[config.mk]
export PLATFORM = sky130hd
export DESIGN_NAME = uart_rx_flat
export DESIGN_NICKNAME = d
export VERILOG_FILES = /design/src/rtl/uart_pkg.sv /design/src/rtl/uart_rx_if.sv /design/src/rtl/sync_2ff.sv /design/src/rtl/uart_rx.sv /design/src/flat_wrapper.sv
export SDC_FILE = /design/constraint.sdc
export NUM_CORES = 1
export LEC_CHECK = 0
export CAP_MARGIN = 0
export CORE_MARGIN = 5
export CORE_UTILIZATION = 58
export DETAILED_ROUTE_END_ITERATION = 16
export PLACE_DENSITY = 0.82
export RECOVER_POWER = 25
export SLEW_MARGIN = 20
export SYNTH_ARGS = -nofsm -noshare
export SYNTH_HDL_FRONTEND = slang
export SYNTH_SLANG_ARGS = --single-unit
export TNS_END_PERCENT = 20
[constraint.sdc]
create_clock -name clk -period 3.92 [get_ports clk]
set_input_delay 0.784 -clock clk [delete_from_list [all_inputs] [get_ports clk]]
set_output_delay 0.784 -clock clk [all_outputs]
set_load 0.01 [all_outputs]
[src/rtl/uart_pkg.sv]
// Shared UART receiver definitions: frame defaults, clock/baud constants and the
// receive state encoding.
package uart_pkg;

    localparam int unsigned DATA_BITS_DEF  = 8;
    localparam int unsigned OVERSAMPLE_DEF = 16;
    localparam int unsigned CLK_HZ         = 100_000_000;
    localparam int unsigned BAUD_HZ        = 9600;
    localparam int unsigned TICK_HZ        = BAUD_HZ * OVERSAMPLE_DEF;

    typedef enum logic [1:0] {
        ST_IDLE  = 2'd0,
        ST_START = 2'd1,
        ST_DATA  = 2'd2,
        ST_STOP  = 2'd3
    } rx_state_e;

    // Counter width for a modulo-n counter, never narrower than one bit.
    function automatic int unsigned cnt_width(input int unsigned n);
        return (n > 1) ? $clog2(n) : 1;
    endfunction

endpackage

[src/rtl/uart_rx_if.sv]
// Receiver-facing signal bundle: baud level and serial line in, decoded byte and
// status pulses out.
interface uart_rx_if import uart_pkg::*; #(
    parameter int unsigned DATA_BITS = DATA_BITS_DEF
);

    logic                 baud;
    logic                 rx;
    logic [DATA_BITS-1:0] data_out;
    logic                 data_valid;
    logic                 frame_err;
    logic                 busy;

    modport master (
        output baud, rx,
        input  data_out, data_valid, frame_err, busy
    );

    modport slave (
        input  baud, rx,
        output data_out, data_valid, frame_err, busy
    );

endinterface

[src/rtl/sync_2ff.sv]
// Two-flop synchronizer for a single asynchronous bit with a configurable
// reset value.
module sync_2ff import uart_pkg::*; #(
    parameter logic RESET_VAL = 1'b1
) (
    input  logic clk,
    input  logic reset,
    input  logic d_i,
    output logic q_o
);

    logic meta_q;
    logic sync_q;

    always_ff @(posedge clk) begin
        if (reset) begin
            meta_q <= RESET_VAL;
            sync_q <= RESET_VAL;
        end else begin
            meta_q <= d_i;
            sync_q <= meta_q;
        end
    end

    assign q_o = sync_q;

endmodule

[src/rtl/uart_rx.sv]
// Oversampling UART receiver: start-bit qualification at mid-bit, LSB-first data
// capture, stop-bit check with one-clock valid / framing-error pulses.
module uart_rx import uart_pkg::*; #(
    parameter int unsigned DATA_BITS  = DATA_BITS_DEF,
    parameter int unsigned OVERSAMPLE = OVERSAMPLE_DEF
) (
    input  logic       clk,
    input  logic       reset,
    uart_rx_if.slave   bus
);

    localparam int unsigned TW = cnt_width(OVERSAMPLE);
    localparam int unsigned BW = cnt_width(DATA_BITS);

    localparam logic [TW-1:0] TICK_MID  = TW'(OVERSAMPLE / 2 - 1);
    localparam logic [TW-1:0] TICK_LAST = TW'(OVERSAMPLE - 1);
    localparam logic [BW-1:0] BIT_LAST  = BW'(DATA_BITS - 1);

    rx_state_e            state_q, state_d;
    logic [TW-1:0]        tick_cnt_q, tick_cnt_d;
    logic [BW-1:0]        bit_cnt_q, bit_cnt_d;
    logic [DATA_BITS-1:0] shift_q, shift_d;
    logic [DATA_BITS-1:0] data_q, data_d;
    logic                 valid_q, valid_d;
    logic                 ferr_q, ferr_d;
    logic                 armed_q, armed_d;
    logic                 baud_q;
    logic                 rx_s;
    logic                 tick;

    sync_2ff #(
        .RESET_VAL (1'b1)
    ) u_sync (
        .clk   (clk),
        .reset (reset),
        .d_i   (bus.rx),
        .q_o   (rx_s)
    );

    assign tick = bus.baud & ~baud_q;

    always_ff @(posedge clk) begin
        if (reset) begin
            state_q    <= ST_IDLE;
            tick_cnt_q <= '0;
            bit_cnt_q  <= '0;
            shift_q    <= '0;
            data_q     <= '0;
            valid_q    <= 1'b0;
            ferr_q     <= 1'b0;
            armed_q    <= 1'b0;
            baud_q     <= 1'b0;
        end else begin
            state_q    <= state_d;
            tick_cnt_q <= tick_cnt_d;
            bit_cnt_q  <= bit_cnt_d;
            shift_q    <= shift_d;
            data_q     <= data_d;
            valid_q    <= valid_d;
            ferr_q     <= ferr_d;
            armed_q    <= armed_d;
            baud_q     <= bus.baud;
        end
    end

    always_comb begin
        state_d    = state_q;
        tick_cnt_d = tick_cnt_q;
        bit_cnt_d  = bit_cnt_q;
        shift_d    = shift_q;
        data_d     = data_q;
        valid_d    = 1'b0;
        ferr_d     = 1'b0;
        armed_d    = armed_q;

        if (tick) begin
            // A high line re-arms start detection; only a framing error disarms it.
            if (rx_s) begin
                armed_d = 1'b1;
            end

            case (state_q)
                ST_IDLE: begin
                    if (!rx_s && armed_q) begin
                        state_d    = ST_START;
                        tick_cnt_d = '0;
                    end
                end

                ST_START: begin
                    if (tick_cnt_q == TICK_MID) begin
                        tick_cnt_d = '0;
                        if (!rx_s) begin
                            state_d   = ST_DATA;
                            bit_cnt_d = '0;
                        end else begin
                            state_d = ST_IDLE;
                        end
                    end else begin
                        tick_cnt_d = tick_cnt_q + 1'b1;
                    end
                end

                ST_DATA: begin
                    if (tick_cnt_q == TICK_LAST) begin
                        shift_d    = {rx_s, shift_q[DATA_BITS-1:1]};
                        tick_cnt_d = '0;
                        if (bit_cnt_q == BIT_LAST) begin
                            state_d = ST_STOP;
                        end else begin
                            bit_cnt_d = bit_cnt_q + 1'b1;
                        end
                    end else begin
                        tick_cnt_d = tick_cnt_q + 1'b1;
                    end
                end

                ST_STOP: begin
                    if (tick_cnt_q == TICK_LAST) begin
                        tick_cnt_d = '0;
                        state_d    = ST_IDLE;
                        if (rx_s) begin
                            data_d  = shift_q;
                            valid_d = 1'b1;
                        end else begin
                            ferr_d  = 1'b1;
                            armed_d = 1'b0;
                        end
                    end else begin
                        tick_cnt_d = tick_cnt_q + 1'b1;
                    end
                end

                default: begin
                    state_d = ST_IDLE;
                end
            endcase
        end
    end

    assign bus.data_out   = data_q;
    assign bus.data_valid = valid_q;
    assign bus.frame_err  = ferr_q;
    assign bus.busy       = (state_q != ST_IDLE);

endmodule

[src/flat_wrapper.sv]
// flat-port wrapper written by rule: the top's interface ports become plain ports
module uart_rx_flat import uart_pkg::*;
#(
    parameter int unsigned DATA_BITS  = DATA_BITS_DEF,
    parameter int unsigned OVERSAMPLE = OVERSAMPLE_DEF
)
  (clk, reset, bus_baud, bus_rx, bus_data_out, bus_data_valid, bus_frame_err, bus_busy);
  uart_rx_if #(.DATA_BITS(DATA_BITS)) bus_i ();
  input  logic clk;
  input  logic reset;
  input wire logic [$bits(bus_i.baud)-1:0] bus_baud;
  input wire logic [$bits(bus_i.rx)-1:0] bus_rx;
  output wire logic [$bits(bus_i.data_out)-1:0] bus_data_out;
  output wire logic [$bits(bus_i.data_valid)-1:0] bus_data_valid;
  output wire logic [$bits(bus_i.frame_err)-1:0] bus_frame_err;
  output wire logic [$bits(bus_i.busy)-1:0] bus_busy;
  assign bus_i.baud = bus_baud;
  assign bus_i.rx = bus_rx;
  assign bus_data_out = bus_i.data_out;
  assign bus_data_valid = bus_i.data_valid;
  assign bus_frame_err = bus_i.frame_err;
  assign bus_busy = bus_i.busy;
  uart_rx #(.DATA_BITS(DATA_BITS), .OVERSAMPLE(OVERSAMPLE)) u_core (.clk(clk), .reset(reset), .bus(bus_i));
endmodule
### Yosys cells after proc, flatten, opt, wreduce, memory -nomap -nowiden

Index checks and enable logic that the tools add are counted.

* add/sub/neg operators: 2
* equality and inequality tests: 13
* muxes and demuxes: 22
* bitwise operators: 5
* reduce and logical (&&, ||, !) cells: 12

Operators with widths (count)
* $mux W2: 6
* $mux W3: 4
* $mux W4: 3
* $pmux W4 S3: 1
* $reduce_and A6 Y1: 2
* $ne A2 B1 Y1 const B: 5
* $pmux W2 S4: 1
* $mux W1: 6
* $pmux W3 S2: 1
* $add A4 B1 Y4 const B: 1
* $eq A2 B2 Y1 const B: 2
* $eq A4 B3 Y1 const B: 1
* $eq A4 B4 Y1 const B: 1
* $ne A2 B2 Y1 const B: 2
* $not A1 Y1: 4
* $reduce_and A4 Y1: 1
* $reduce_bool A2 Y1: 2
* $reduce_or A4 Y1: 1
* $add A3 B1 Y3 const B: 1
* $eq A3 B3 Y1 const B: 1
* $reduce_and A3 Y1: 1
* $eq A2 B1 Y1 const B: 1
* $logic_not A2 Y1: 1
* $reduce_and A2 Y1: 1
* 4 further kinds: 4

* bits in registers: 31
* output and inout port bits: 11
* logic and storage cells: 65

### Logic depth before layout (Yosys ltp)

Gate-level depths: netlist of run 1.

* depth in word-level cells: 4
* depth in mapped cells: 7
* depth with buffers taken out: 6

### By module

Synthesis of run 1 repeated with hierarchy kept, for this count alone.

* cells, all modules: 140
* area, all modules: 1270.0 µm²

By module, submodules not included
* uart_rx: times used 1, cells each 136, area an instance 1217.4 µm², sequential area each 580.6 µm²
* sync_2ff: times used 1, cells each 4, area an instance 52.6 µm², sequential area each 40.0 µm²

### Worst setup path before layout of run 1

OpenSTA, ideal clock, no wires.

* kind: input-to-reg
* start point: input bus_baud
* end point: register u_core.shift_q[7]
* library setup time: 128 ps
* data arrival time: 1608 ps
* required time: 3792 ps
* setup slack: 2185 ps
* cell stages on the path: 6
* path buffers: 2
* cells stage by stage: and4b_1 > buf_4 > and3b_1 > buf_6 > mux2i_1 > nor2_1

* word-level cells in the longest chain between the ends: 2

RTL lines
* start: declaration: line flat_wrapper.sv:11 `input wire logic [$bits(bus_i.baud)-1:0] bus_baud;`
* $and A1 B1 Y1: line uart_rx.sv:40 `assign tick = bus.baud & ~baud_q;`
* $reduce_and A3 Y1 (no line)
* end signal: assignment: line uart_rx.sv:57 `shift_q <= shift_d;`
* end: declaration: line uart_rx.sv:22 `logic [DATA_BITS-1:0] shift_q, shift_d;`

No other way between the ends.
A chain may end at the register's enable or synchronous reset.

### Worst setup path in the final report of run 1

* start point: register u_core.state_q[0]
* end point: output bus_busy

* word-level cells in the longest chain between the ends: 1

RTL lines
* start: declaration: line uart_rx.sv:19 `rx_state_e state_q, state_d;`
* start signal: assignment: line uart_rx.sv:54 `state_q <= state_d;`
* $reduce_bool A2 Y1: line uart_rx.sv:144 `assign bus.busy = (state_q != ST_IDLE);`
* end: declaration: line flat_wrapper.sv:16 `output wire logic [$bits(bus_i.busy)-1:0] bus_busy;`

No other way between the ends.

==> flow_summary.yaml, run 1 <==
sta:
  tightest_slew_ns: 1.080
  postLayoutSetupSlackWorst_ns: 1.341
  fmax_ghz: 0.3878
  final_hold_viol_count: 0
  finalCritPeriodShare_pct: 65.79
  clock_skew_ns: 0.006448
  fin_tns_setup_ns: 0
  rsz0062_at_grt: "no"
  setup_viol: 0
  period_minus_slack_ns: 2.579
  slew_viol_final: 0
  slew_headroom_pct: 27.74
setup_path:
  cp-end-kind: "primary output"
  worst_ep_arrival_time_ns: 1.79
  slowest_stage: "dfxtp_1"
  path_delay_family: "flip-flops"
  crit_path_max_fanout: 15
  cp.required_ns: 3.14
  crit_type: "register to primary output"
  reg2reg_to: "u_core.shift_q[4]$_SDFFE_PP0P_"
  cp_cell_sequence: "nor2_1, inv_2, clkdlybuf4s50_1"
  worst_path_largest_cell_delay_ns: 0.64
  crit_buf_inv: 2
  r2r_start: "u_core.tick_cnt_q[0]$_SDFFE_PP0P_"
  cp_num_cells: 3
  critPathLaunch: "u_core.state_q[0]$_SDFFE_PP0P_"
  ff2ff_setup_slack_ns: 1.93
  crit_path_start_kind: "register"
  cp-endpoint: "bus_busy"
  worstRegToRegCells: 5
cells_and_area:
  fin_util_pct: 69.43
  layout-drive-gt1-share_pct: 8.784
  syn_to_final_growth_pct: 15.99
  layout_common_cells: "31 x dfxtp_1, 26 x nor2_1, 19 x mux2i_1, 12 x clkdlybuf4s50_1, 6 x nor3_1"
  final_nets: 154
  fillers: 190
  layout_commonest_cell: "dfxtp_1"
  diodes: 0
  design_area_um2: 1506
grt:
  track_usage_pct: 16.72
  grt_first_pass_wirelength_um: 4202
  grt-ovfl-total: 0
  grt_antenna_before_repair: 0
  grt_start_max_net_pins: 32
  grt_pass1_vias: 1019
power_and_ir_drop:
  power_density_nw_per_um2: 364.2
  clkPwrFrac_pct: 39.1
  comb_power_share_pct: 2.6
  finalPower_w: 0.0005486
  internal-power_w: 0.0004279
  power_frac_seq_pct: 58.3
  p_leak_nw: 0.6127
  p_switching_w: 0.0001207
  netSwitchingFraction_pct: 22.00
  ir_drop_mv: 0.3167
placed_design:
  place_congestion: 0.7194
  place_worst_setup_slack_ns: 1.308
  placed_cell_area_um2: 1434
  io_buffers: 14
  place_hpwl_um: 1602
worst_hold_path:
  hold_path_class: "register to register"
synth:
  synth_cells: 133
  synthTopCellsByArea: "dfxtp_1 48%, mux2i_1 15%, nor2_1 7.5%"
  syn-num-nets: 140
  synth_cell_type_count: 35
  synth_area_leader_cell: "dfxtp_1"
  yosysWarnings: 0
  synth_top_area_share_pct: 47.78
  ys_seq_area_share_pct: 47.78
  syn-cell-area_um2: 1299
  synth.avg_cell_area_um2: 9.765
  synth_seq_cells: 31
floorplanning:
  rows: 17
  die_y_um: 57.32
  io_pins: 15
  start_util_pct: 59.86
  die_w_um: 57.32
  dieArea_um2: 3286
  core_um2: 2170
detailed_routing:
  route.detailed.drc: 0
  drt_wl_total_um: 2379
  vias: 970
  vias_per_cell: 5.511
  dr.pass1.iters: 4
  top_layer_used: "met4"
  dr_wl_met2_um: 1103
  wl_met3_um: 122
  drt-initial-drc-count: 29
  antenna_left: 0
  m1WireLength_um: 1094
  wl_per_cell_um: 13.52
cts:
  htreeDepth: 2
  root_buffer: "clkbuf_4"
  numCtsBuffers: 5
  insertion_delay_ns: 0.33
  cts_resized: 0
  clk_pin_slew_ns: 0.10
  cts.sinks: 31
  postCtsSetupBuffers: 0
  ctsHoldBuffers: 0
  cts_tree: "built"
  cts_max_path_buffers: 2
status:
  status: "completed"
run:
  drv_cap: 0
## cell type report
type | count | area [um2] | share of cell area [%]
Timing Repair Buffer | 14 | 140.1 | 9.302
Clock inverter | 1 | 7.507 | 0.4983
Inverter | 4 | 15.01 | 0.9967
Tap cell | 28 | 35.03 | 2.326
Multi-Input combinational cell | 91 | 623.1 | 41.36
Sequential cell | 31 | 620.6 | 41.20
Clock buffer | 7 | 65.06 | 4.319
## cell usage after synthesis (all sizes together)
library cell and instances:
nand2 1, a21o 1, nor2b 4, clkbuf 3, ha 3, nand3 2
a311oi 2, inv 4, nand3b 2, nor2 26, a22oi 3, o21ai 4
a2bb2oi 1, dfxtp 31, nor4b 1, nor4bb 1, mux2i 19, nand4 2
and4b 1, a31oi 1, nor3 6, and2 1, a21oi 3, and3b 1
nor3b 2, o211ai 1, buf 4, or2 2, nand2b 1
## power by group through the flow
stage	sequential, W	combinational (W)	clock [W]
finish	0.000320	0.0000142	0.000215
global placement	0.000327	0.0000141	0
CTS	0.000320	0.0000144	0.000221
floorplan	0.000326	0.00000960	0
global route	0.000320	0.0000154	0.000238
detailed placement	0.000327	0.0000142	0
## worst min-delay path by stage
stage / from / to / cells past startpoint
final: u_core.u_sync.meta_q$_SDFF_PP1_ / u_core.u_sync.q_o$_SDFF_PP1_ / 1
after global routing: u_core.u_sync.meta_q$_SDFF_PP1_ / u_core.u_sync.q_o$_SDFF_PP1_ / 1
after CTS: u_core.u_sync.meta_q$_SDFF_PP1_ / u_core.u_sync.q_o$_SDFF_PP1_ / 1
after detailed placement: u_core.u_sync.meta_q$_SDFF_PP1_ / u_core.u_sync.q_o$_SDFF_PP1_ / 1
after global placement: u_core.u_sync.meta_q$_SDFF_PP1_ / u_core.u_sync.q_o$_SDFF_PP1_ / 1
after floorplan: u_core.u_sync.meta_q$_SDFF_PP1_ / u_core.u_sync.q_o$_SDFF_PP1_ / 1
## registers in the layout, indices dropped and copies added, names as in the netlist, named ones only
| name | count |
|---|---|
| u_core.baud_q | 1 |
| u_core.bus.data_valid | 1 |
| u_core.shift_q | 8 |
| u_core.u_sync.q_o | 1 |
| u_core.bus.data_out | 8 |
| u_core.u_sync.meta_q | 1 |
| u_core.bus.frame_err | 1 |
| u_core.bit_cnt_q | 3 |
| u_core.armed_q | 1 |
| u_core.state_q | 1 |
| u_core.tick_cnt_q | 4 |
## worst register-to-register path: cells and delay by family, from the launching register on
| kind | cells | cell delay [ns] |
|---|---|---|
| muxes | 1 | 0.23 |
| DFF | 1 | 0.39 |
| adders and majority gates | 1 | 0.26 |
| and+or+nand+nor | 3 | 0.95 |
## kinds of logic after synthesis
family | after synthesis | share of synthesized area (%)
AO/OA/AOI/OAI | 16 | 8.382
adder cells (fa/ha/maj) | 3 | 2.890
buffers and inverters | 11 | 4.239
flip-flops | 31 | 47.78
multiplexers | 19 | 14.64
AND/OR/NAND/NOR | 53 | 22.06
## per-layer routing
layer  GRT usage, %  vias up
met3          5.882        7
met1          19.44      453
li1               -      492
met2          25.77       18
met4          11.26        0
met5              0        -
## per-stage QoR
step           instances  hold slack, ns
6_report             176          0.4174
4_1_cts              176          0.4225
3_3_place_gp         168          0.3946
3_5_place_dp         168          0.3991
5_1_grt              176          0.4555
2_1_floorplan        133          0.3895
Note: power is estimated with default switching activity, not from simulation.
==> run 2: changes to the inputs <==
Settings changed: CORE_UTILIZATION 58 to 53, PLACE_DENSITY 0.82 to 0.76.
Clock period 3.92 ns to 2.69 ns, I/O delays scaled along.
==> flow_summary.yaml, run 2 (synthesis gave the netlist of run 1 again) <==
detailed_routing:
  vias_per_cell: 5.478
  drt_wl_total_um: 2382
  drt-initial-drc-count: 32
  dr.pass1.iters: 4
  route.detailed.drc: 0
  wl_per_cell_um: 13.23
  vias: 986
  antenna_left: 0
floorplanning:
  die_w_um: 59.50
  start_util_pct: 53.89
  dieArea_um2: 3540
  rows: 18
  die_y_um: 59.50
  core_um2: 2410
  io_pins: 15
placed_design:
  io_buffers: 14
  place_hpwl_um: 1673
  place_worst_setup_slack_ns: 0.5591
  placed_cell_area_um2: 1451
  placedCellCount: 172
  place_congestion: 0.8460
setup_path:
  critPathLaunch: "u_core.state_q[0]$_SDFFE_PP0P_"
  cp.required_ns: 2.15
  crit_path_max_fanout: 15
  ff2ff_setup_slack_ns: 0.85
  crit_path_start_kind: "register"
  crit_type: "register to primary output"
  reg2reg_to: "u_core.bus.data_out[1]$_SDFFE_PP0P_"
  cp-end-kind: "primary output"
  worst_ep_arrival_time_ns: 1.80
  worstRegToRegCells: 6
  slowest_stage: "dfxtp_1"
  cp_cell_sequence: "nor2_1, clkinv_1, clkdlybuf4s50_1"
  worst_path_largest_cell_delay_ns: 0.65
  r2r_start: "u_core.tick_cnt_q[0]$_SDFFE_PP0P_"
worst_hold_path:
  holdCritStartpoint: "u_core.u_sync.meta_q$_SDFF_PP1_"
  holdPathEnd: "u_core.u_sync.q_o$_SDFF_PP1_"
  min_delay_path_depth: 1
  hold_path_class: "register to register"
status:
  status: "completed"
grt:
  grt_start_max_net_pins: 19
  grt_antenna_before_repair: 0
  grt_first_pass_wirelength_um: 4029
  grt_pass1_vias: 966
  track_usage_pct: 15.95
  grt-ovfl-total: 0
cells_and_area:
  finalNonFillerCells: 180
  syn_to_final_growth_pct: 17.82
  layout_commonest_cell: "dfxtp_1"
  final_nets: 156
  layout-drive-gt1-share_pct: 8.000
  diodes: 0
  layout_common_cells: "31 x dfxtp_1, 26 x nor2_1, 19 x mux2i_1, 13 x clkdlybuf4s50_1, 6 x nor3_1"
  fin_util_pct: 63.50
  design_area_um2: 1530
cts:
  clk_pin_slew_ns: 0.09
  cts.sinks: 31
  cts_max_path_buffers: 2
  cts_resized: 0
  insertion_delay_ns: 0.34
  cts_tree: "built"
  htreeDepth: 2
  root_buffer: "clkbuf_4"
  numCtsBuffers: 5
  ctsHoldBuffers: 0
  postCtsSetupBuffers: 0
power_and_ir_drop:
  clkPwrFrac_pct: 43.9
  comb_power_share_pct: 2.5
  p_leak_nw: 0.6205
  power_frac_seq_pct: 53.6
  p_switching_w: 0.0001773
  power_density_nw_per_um2: 567.5
  netSwitchingFraction_pct: 20.41
  ir_drop_mv: 0.5453
  internal-power_w: 0.0006912
sta:
  postLayoutSetupSlackWorst_ns: 0.3476
  period_minus_slack_ns: 2.342
  slew_viol_final: 0
  final_hold_viol_count: 0
  fin_tns_setup_ns: 0
  tightest_slew_ns: 0.6535
  clock_skew_ns: 0.01076
  rsz0062_at_grt: "no"
  setup_viol: 0
  finalCritPeriodShare_pct: 87.08
  fmax_ghz: 0.4269
  slew_headroom_pct: 56.29
run:
  drv_cap: 0
run 2: final cells by class:
| cell class | instances | area [um2] |
|---|---|---|
| Fill cell | 201 | 879.6 |
| Multi-Input combinational cell | 91 | 619.3 |
| Inverter | 4 | 15.01 |
| Tap cell | 30 | 37.54 |
| Clock inverter | 2 | 35.03 |
| Sequential cell | 31 | 620.6 |
| Clock buffer | 6 | 51.30 |
| Timing Repair Buffer | 16 | 151.4 |
run 2: power groups by stage:
| stage | Clock (W) | Sequential (W) | Combinational, W |
|---|---|---|---|
| floorplan | 0 | 0.000475 | 0.0000140 |
| global placement | 0 | 0.000476 | 0.0000217 |
| detailed placement | 0 | 0.000476 | 0.0000221 |
| CTS | 0.000391 | 0.000466 | 0.0000220 |
| global route | 0.000419 | 0.000467 | 0.0000237 |
| finish | 0.000381 | 0.000466 | 0.0000213 |
run 2: worst max-delay path, delay by kind of cell, from the launching register on:
kind                   cells  cell delay [ns]
buffers and inverters      2             0.62
DFF                        1             0.65
and+or+nand+nor            1             0.19
run 2: worst max-delay path by stage:
| stage | slack, ns | to |
|---|---|---|
| finish | 0.35 | bus_busy |
| global route | 0.23 | bus_busy |
| floorplan | 1.15 | u_core.shift_q[7]$_SDFFE_PP0P_ |
| detailed placement | 0.56 | u_core.shift_q[1]$_SDFFE_PP0P_ |
| CTS | 0.32 | bus_busy |
| global placement | 0.58 | u_core.shift_q[2]$_SDFFE_PP0P_ |
run 2: through the flow:
step,hold WS (ns),power (W)
global placement,0.3923,0.0004978
floorplan,0.3895,0.0004890
CTS,0.4306,0.0008784
global route,0.4452,0.0009095
finish,0.4225,0.0008685
detailed placement,0.4086,0.0004984
run 2: routing by layer:
metal / up-vias / share of wire [%] / routed length, um / track usage, %
li1: 499 / - / - / -
met1: 466 / 44 / 1051 / 17.00
met2: 14 / 47 / 1126 / 24.80
met3: 7 / 5.9 / 141 / 8.715
met4: 0 / 2.6 / 63 / 9.177
met5: - / 0 / 0 / 0
==> run 3: changes to the inputs <==
Settings changed: HOLD_SLACK_MARGIN set to 0.06, SETUP_SLACK_MARGIN set to 0.05.
==> results of run 3 <==
Same layout as run 2: the final DEF is identical, and so are final timing and power.
